### src/rtl/s13207_sel_sched_if.sv
// Bus bundle between requesters, the shared select mux and the scheduler.
// SCHED_ERRCHK_EN adds the rerr read-error flag.
interface s13207_sel_sched_if;
    logic [3:0]  req;
    logic [15:0] req_sel;
    logic        mux_dout;
    logic [3:0]  mux_sel;
    logic        mux_en;
    logic [3:0]  gnt;
    logic        rdata;
    logic        rvalid;
    logic [1:0]  rid;
    logic        busy;
`ifdef SCHED_ERRCHK_EN
    logic        rerr;

    modport slave  (input  req, req_sel, mux_dout,
                    output mux_sel, mux_en, gnt, rdata, rvalid, rid, busy, rerr);
    modport master (output req, req_sel, mux_dout,
                    input  mux_sel, mux_en, gnt, rdata, rvalid, rid, busy, rerr);
`else
    modport slave  (input  req, req_sel, mux_dout,
                    output mux_sel, mux_en, gnt, rdata, rvalid, rid, busy);
    modport master (output req, req_sel, mux_dout,
                    input  mux_sel, mux_en, gnt, rdata, rvalid, rid, busy);
`endif
endinterface

### src/rtl/s13207_sel_sched.sv
// Round-robin scheduler for four requesters sharing one decoded-select read mux.
// SCHED_ERRCHK_EN adds a CHECK state that double-samples mux_dout and flags rerr.
module s13207_sel_sched #(
    parameter int unsigned SETTLE = 2
) (
    input  logic                 CK,
    input  logic                 RN,
    s13207_sel_sched_if.slave    bus
);

`ifdef SCHED_ERRCHK_EN
    typedef enum logic [1:0] {ST_IDLE, ST_SETTLE, ST_CHECK} state_e;
    logic samp_q, rerr_q;
`else
    typedef enum logic [1:0] {ST_IDLE, ST_SETTLE} state_e;
`endif

    state_e      state_q;
    logic [1:0]  ptr_q, win_q, rid_q;
    logic [3:0]  cnt_q, sel_q, gnt_q;
    logic        en_q, rdata_q, rvalid_q;
    logic [1:0]  win_d, idx;
    logic        any_d;

    // Scan from the farthest offset down so the requester closest to ptr wins.
    always_comb begin
        win_d = ptr_q;
        any_d = 1'b0;
        idx   = '0;
        for (int k = 3; k >= 0; k--) begin
            idx = ptr_q + 2'(k);
            if (bus.req[idx]) begin
                win_d = idx;
                any_d = 1'b1;
            end
        end
    end

    always_ff @(posedge CK or negedge RN) begin
        if (!RN) begin
            state_q  <= ST_IDLE;
            ptr_q    <= '0;
            win_q    <= '0;
            cnt_q    <= '0;
            gnt_q    <= '0;
            sel_q    <= '0;
            en_q     <= 1'b0;
            rdata_q  <= 1'b0;
            rvalid_q <= 1'b0;
            rid_q    <= '0;
`ifdef SCHED_ERRCHK_EN
            samp_q   <= 1'b0;
            rerr_q   <= 1'b0;
`endif
        end else begin
            rvalid_q <= 1'b0;
            case (state_q)
                ST_IDLE: begin
                    if (any_d) begin
                        gnt_q   <= 4'b0001 << win_d;
                        sel_q   <= bus.req_sel[{win_d, 2'b00} +: 4];
                        en_q    <= 1'b1;
                        cnt_q   <= 4'(SETTLE - 1);
                        win_q   <= win_d;
                        ptr_q   <= win_d + 2'd1;
                        state_q <= ST_SETTLE;
                    end
                end
                ST_SETTLE: begin
                    if (cnt_q != 4'd0) begin
                        cnt_q <= cnt_q - 4'd1;
                    end else begin
`ifdef SCHED_ERRCHK_EN
                        samp_q   <= bus.mux_dout;
                        state_q  <= ST_CHECK;
`else
                        rdata_q  <= bus.mux_dout;
                        rid_q    <= win_q;
                        rvalid_q <= 1'b1;
                        gnt_q    <= '0;
                        en_q     <= 1'b0;
                        state_q  <= ST_IDLE;
`endif
                    end
                end
`ifdef SCHED_ERRCHK_EN
                ST_CHECK: begin
                    rdata_q  <= samp_q;
                    rerr_q   <= samp_q ^ bus.mux_dout;
                    rid_q    <= win_q;
                    rvalid_q <= 1'b1;
                    gnt_q    <= '0;
                    en_q     <= 1'b0;
                    state_q  <= ST_IDLE;
                end
`endif
                default: state_q <= ST_IDLE;
            endcase
        end
    end

    assign bus.mux_sel = sel_q;
    assign bus.mux_en  = en_q;
    assign bus.gnt     = gnt_q;
    assign bus.rdata   = rdata_q;
    assign bus.rvalid  = rvalid_q;
    assign bus.rid     = rid_q;
    assign bus.busy    = (state_q != ST_IDLE);
`ifdef SCHED_ERRCHK_EN
    assign bus.rerr    = rerr_q;
`endif

endmodule

### src/flat_wrapper.sv
// flat-port wrapper written by rule: the top's interface ports become plain ports
module s13207_sel_sched_flat 
#(
    parameter int unsigned SETTLE = 2
)
  (CK, RN, bus_req, bus_req_sel, bus_mux_dout, bus_mux_sel, bus_mux_en, bus_gnt, bus_rdata, bus_rvalid, bus_rid, bus_busy);
  s13207_sel_sched_if bus_i ();
  input  logic CK;
  input  logic RN;
  input wire logic [$bits(bus_i.req)-1:0] bus_req;
  input wire logic [$bits(bus_i.req_sel)-1:0] bus_req_sel;
  input wire logic [$bits(bus_i.mux_dout)-1:0] bus_mux_dout;
  output wire logic [$bits(bus_i.mux_sel)-1:0] bus_mux_sel;
  output wire logic [$bits(bus_i.mux_en)-1:0] bus_mux_en;
  output wire logic [$bits(bus_i.gnt)-1:0] bus_gnt;
  output wire logic [$bits(bus_i.rdata)-1:0] bus_rdata;
  output wire logic [$bits(bus_i.rvalid)-1:0] bus_rvalid;
  output wire logic [$bits(bus_i.rid)-1:0] bus_rid;
  output wire logic [$bits(bus_i.busy)-1:0] bus_busy;
  assign bus_i.req = bus_req;
  assign bus_i.req_sel = bus_req_sel;
  assign bus_i.mux_dout = bus_mux_dout;
  assign bus_mux_sel = bus_i.mux_sel;
  assign bus_mux_en = bus_i.mux_en;
  assign bus_gnt = bus_i.gnt;
  assign bus_rdata = bus_i.rdata;
  assign bus_rvalid = bus_i.rvalid;
  assign bus_rid = bus_i.rid;
  assign bus_busy = bus_i.busy;
  s13207_sel_sched #(.SETTLE(SETTLE)) u_core (.CK(CK), .RN(RN), .bus(bus_i));
endmodule
### config.mk
export PLATFORM = sky130hd
export DESIGN_NAME = s13207_sel_sched_flat
export DESIGN_NICKNAME = d
export VERILOG_FILES = /design/src/rtl/s13207_sel_sched_if.sv /design/src/rtl/s13207_sel_sched.sv /design/src/flat_wrapper.sv
export SDC_FILE = /design/constraint.sdc
export NUM_CORES = 1
export LEC_CHECK = 0
export ABC_AREA = 1
export CORE_MARGIN = 4
export CORE_UTILIZATION = 30
export DETAILED_ROUTE_END_ITERATION = 10
export HOLD_SLACK_MARGIN = 0.12
export SLEW_MARGIN = 20
export SYNTH_ARGS = -nofsm -noshare
export SYNTH_HDL_FRONTEND = slang
export SYNTH_SLANG_ARGS = --single-unit
### constraint.sdc
create_clock -name CK -period 2.55 [get_ports CK]
set_clock_uncertainty 0.15 [all_clocks]
set_input_delay 0.51 -clock CK [delete_from_list [all_inputs] [get_ports CK]]
set_output_delay 0.51 -clock CK [all_outputs]
set_load 0.01 [all_outputs]
==> flow_summary.json <==
{
  "outcome": "finished, final reports clean",
  "synth_edf_count": 0,
  "critPathBufInv": 3,
  "drt_pass1_iterations": 4,
  "drt_wl_total_mm": 3.06,
  "wl_per_cell_um": 11.2,
  "start_util": 0.319,
  "layout_common_cells": "66 x nand2_1, 36 x clkdlybuf4s50_1, 21 x dfrtp_1",
  "critPathArrivalTime_ns": 2.26,
  "hpwlAfterDp_mm": 2.41,
  "ios": 37,
  "worst_pin_slew_ns": 0.536,
  "worstSetupPathType": "input port to flip-flop",
  "min_period_over_period": 0.886,
  "antenna_cells": 0,
  "p_leak_uw": 0.000923,
  "die_h_um": 74.4,
  "drt-vias-per-instance": 4.43,
  "ys_seq_area_frac": 0.397,
  "ys_seq_elements": 21,
  "antenna_left": 0,
  "post_synth_instance_area_um2": 1320,
  "critical_path.endpoint_type": "flip-flop",
  "fin_crit_ns": 2.26,
  "hp-start": "u_core.bus.rdata$_DFFE_PN0P_",
  "io_buffers": 36,
  "grt_pass1_vias": 1118,
  "grt_pass1_wl_mm": 5.08,
  "area_growth_pct": 36.4,
  "routabilityCongestion": 0.836,
  "cap_violations": 0,
  "cts_max_level": 1,
  "overflow": 0,
  "syn-num-nets": 204,
  "synth_ff_type": "dfrtp_1",
  "crit_chain": "clkdlybuf4s50_1, inv_1, o21ai_0, nand2_1, nand2_2, inv_2, nand3_2, nand2_4, nand2_4, nand2_2, nand3_1, nand2_1, nand2_1, nand2_1",
  "syn_avg_cell_area_um2": 7.39,
  "vdd_drop_max_v": 0.000654,
  "vias": 1210,
  "finalHoldViolCount": 0,
  "fmax_mhz": 443,
  "die_w_um": 74.4,
  "postSynthCellCount": 179,
  "clockBufferDepth": 2,
  "grt_use_total": 0.120,
  "wl_met2_mm": 1.39,
  "reg2reg_slack_ns": 0.44,
  "startpoint_type": "input port",
  "antenna_found_initial": 0,
  "dieArea_um2": 5530,
  "rr_worst_depth": 13,
  "synthArstFlopShare": 1.00,
  "pre_cts_ws_ns": 0.0190,
  "wl_met1_mm": 1.49,
  "design.core.area_um2": 4140,
  "grt_setup_unrepaired": "no",
  "worstPathMaxFanout": 11,
  "setup_tns_ns": 0,
  "drcViolationCount": 0,
  "min_path_cells": 2,
  "maxSlewViolCount": 0,
  "core.rowCount": 23,
  "routed-wl-met3_um": 169,
  "cts_hold_buffers": 0,
  "synth.distinct_cells": 25,
  "timing.rr.start": "u_core.ptr_q[0]$_DFFE_PN0P_",
  "critPathMaxStageDelay_ns": 0.49,
  "tritoncts": "built",
  "clk_latency_ns": 0.26,
  "worstReg2RegEnd": "u_core.bus.mux_sel[0]$_DFFE_PN0P_",
  "setup_viol_count_final": 0,
  "cts_buffers": 3,
  "crit_path_frequent_cell": "nand2_1",
  "timing.final.ws_setup_ns": 0.291,
  "yosysWarningCount": 0,
  "post_cts_buffers": 0,
  "path_clk_slew_ns": 0.08,
  "cts_root_buf": "clkbuf_8",
  "layout.nets": 249,
  "critPathTopFamily": "simple AND/OR/NAND/NOR gates",
  "layout-drive-gt1-share": 0.152,
  "power_density_nw_per_um2": 1360,
  "slew-limit-headroom": 0.639,
  "crit_slowest_cell": "clkdlybuf4s50_1",
  "hold_path.class": "flip-flop to flip-flop",
  "cts.sinks": 21,
  "cp.required_ns": 2.55,
  "layout_commonest_cell": "nand2_1",
  "hold_end": "u_core.bus.rdata$_DFFE_PN0P_",
  "drt-initial-drc-count": 66,
  "route.top_layer_used": "met4",
  "grt_start_max_net_pins": 22,
  "cts_resized": 0
}
cells in the mapped netlist (2+ instances only):
| master | number | area, um^2 |
|---|---|---|
| o21a_1 | 2 | 15.0 |
| a21oi_1 | 2 | 10.0 |
| nand2_4 | 3 | 33.8 |
| dfrtp_1 | 21 | 526 |
| inv_1 | 18 | 67.6 |
| o21ai_0 | 6 | 30.0 |
| nand2_2 | 10 | 62.6 |
| nand3b_1 | 4 | 30.0 |
| nand4_1 | 2 | 12.5 |
| inv_2 | 5 | 18.8 |
| ha_1 | 2 | 25.0 |
| buf_6 | 3 | 33.8 |
| nor2_1 | 5 | 18.8 |
| nand3_1 | 20 | 100 |
| nand2_1 | 66 | 248 |
report_power, final:
group,internal (uW),total [uW],switching (uW)
registers,491,582,91.0
clock network,109,222,113
logic,680,1650,968
layout make-up:
type	instances	area, um^2
Fill cell	447	2340
Multi-Input combinational cell	130	656
Clock inverter	1	5.00
Timing Repair Buffer	45	428
Tap cell	50	62.6
Inverter	23	86.3
Clock buffer	3	41.3
Sequential cell	21	526
cell families (layout without fill, tap and decap cells):
logic type      Yosys count  after routing  synth area share
buf+inv                  28             72             0.107
simple gates            114            114             0.414
xor+xnor                  1              1           0.00662
fa+ha+maj                 2              2            0.0189
compound gates           13             13            0.0558
flops                    21             21             0.397
state kept, by name, summed over array words and instances, names as in the netlist:
register,flops
u_core.bus.gnt,4
u_core.bus.rvalid,1
u_core.ptr_q,2
u_core.cnt_q,4
u_core.bus.rid,2
u_core.bus.mux_sel,4
u_core.state_q,1
u_core.win_q,2
u_core.bus.rdata,1
worst max-delay path by stage:
stage                                 from                                 to  slack (ns)  depth (start not counted)
2_1_floorplan  u_core.ptr_q[0]$_DFFE_PN0P_  u_core.bus.mux_sel[1]$_DFFE_PN0P_        0.74                         14
3_3_place_gp                    bus_req[2]  u_core.bus.mux_sel[1]$_DFFE_PN0P_        0.02                         14
3_5_place_dp                    bus_req[2]  u_core.bus.mux_sel[1]$_DFFE_PN0P_        0.02                         14
4_1_cts                         bus_req[2]  u_core.bus.mux_sel[0]$_DFFE_PN0P_        0.30                         15
5_1_grt                         bus_req[2]  u_core.bus.mux_sel[0]$_DFFE_PN0P_        0.11                         14
6_report                        bus_req[2]  u_core.bus.mux_sel[0]$_DFFE_PN0P_        0.29                         14
routing by layer:
| metal | up-vias | global-route usage |
|---|---|---|
| met5 | - | 0 |
| li1 | 653 | - |
| met2 | 25 | 0.187 |
| met3 | 2 | 0.0351 |
| met1 | 530 | 0.169 |
| met4 | 0 | 0.0178 |
metrics by stage:
| step | util | instances | total power (uW) | hold WS [ns] | cell area (um^2) |
|---|---|---|---|---|---|
| 6_report | 0.435 | 273 | 2450 | 0.325 | 1800 |
| 3_5_place_dp | 0.424 | 269 | 2250 | 0.313 | 1760 |
| 4_1_cts | 0.435 | 273 | 2490 | 0.333 | 1800 |
| 3_3_place_gp | 0.424 | 269 | 2250 | 0.310 | 1760 |
| 5_1_grt | 0.435 | 273 | 2720 | 0.346 | 1800 |
| 2_1_floorplan | - | 179 | 1770 | 0.0644 | 1320 |
worst register-to-register path, stage by stage (launching register included):
cell	delay (ns)
dfrtp_1	0.43
buf_4	0.19
o21ai_0	0.29
nand2_1	0.14
nand2_2	0.09
inv_2	0.06
nand3_2	0.08
nand2_4	0.09
nand2_4	0.16
nand2_2	0.06
nand3_1	0.07
nand2_1	0.07
nand2_1	0.06
nand2_1	0.06
No activity file was read; power rests on OpenSTA's default activity.
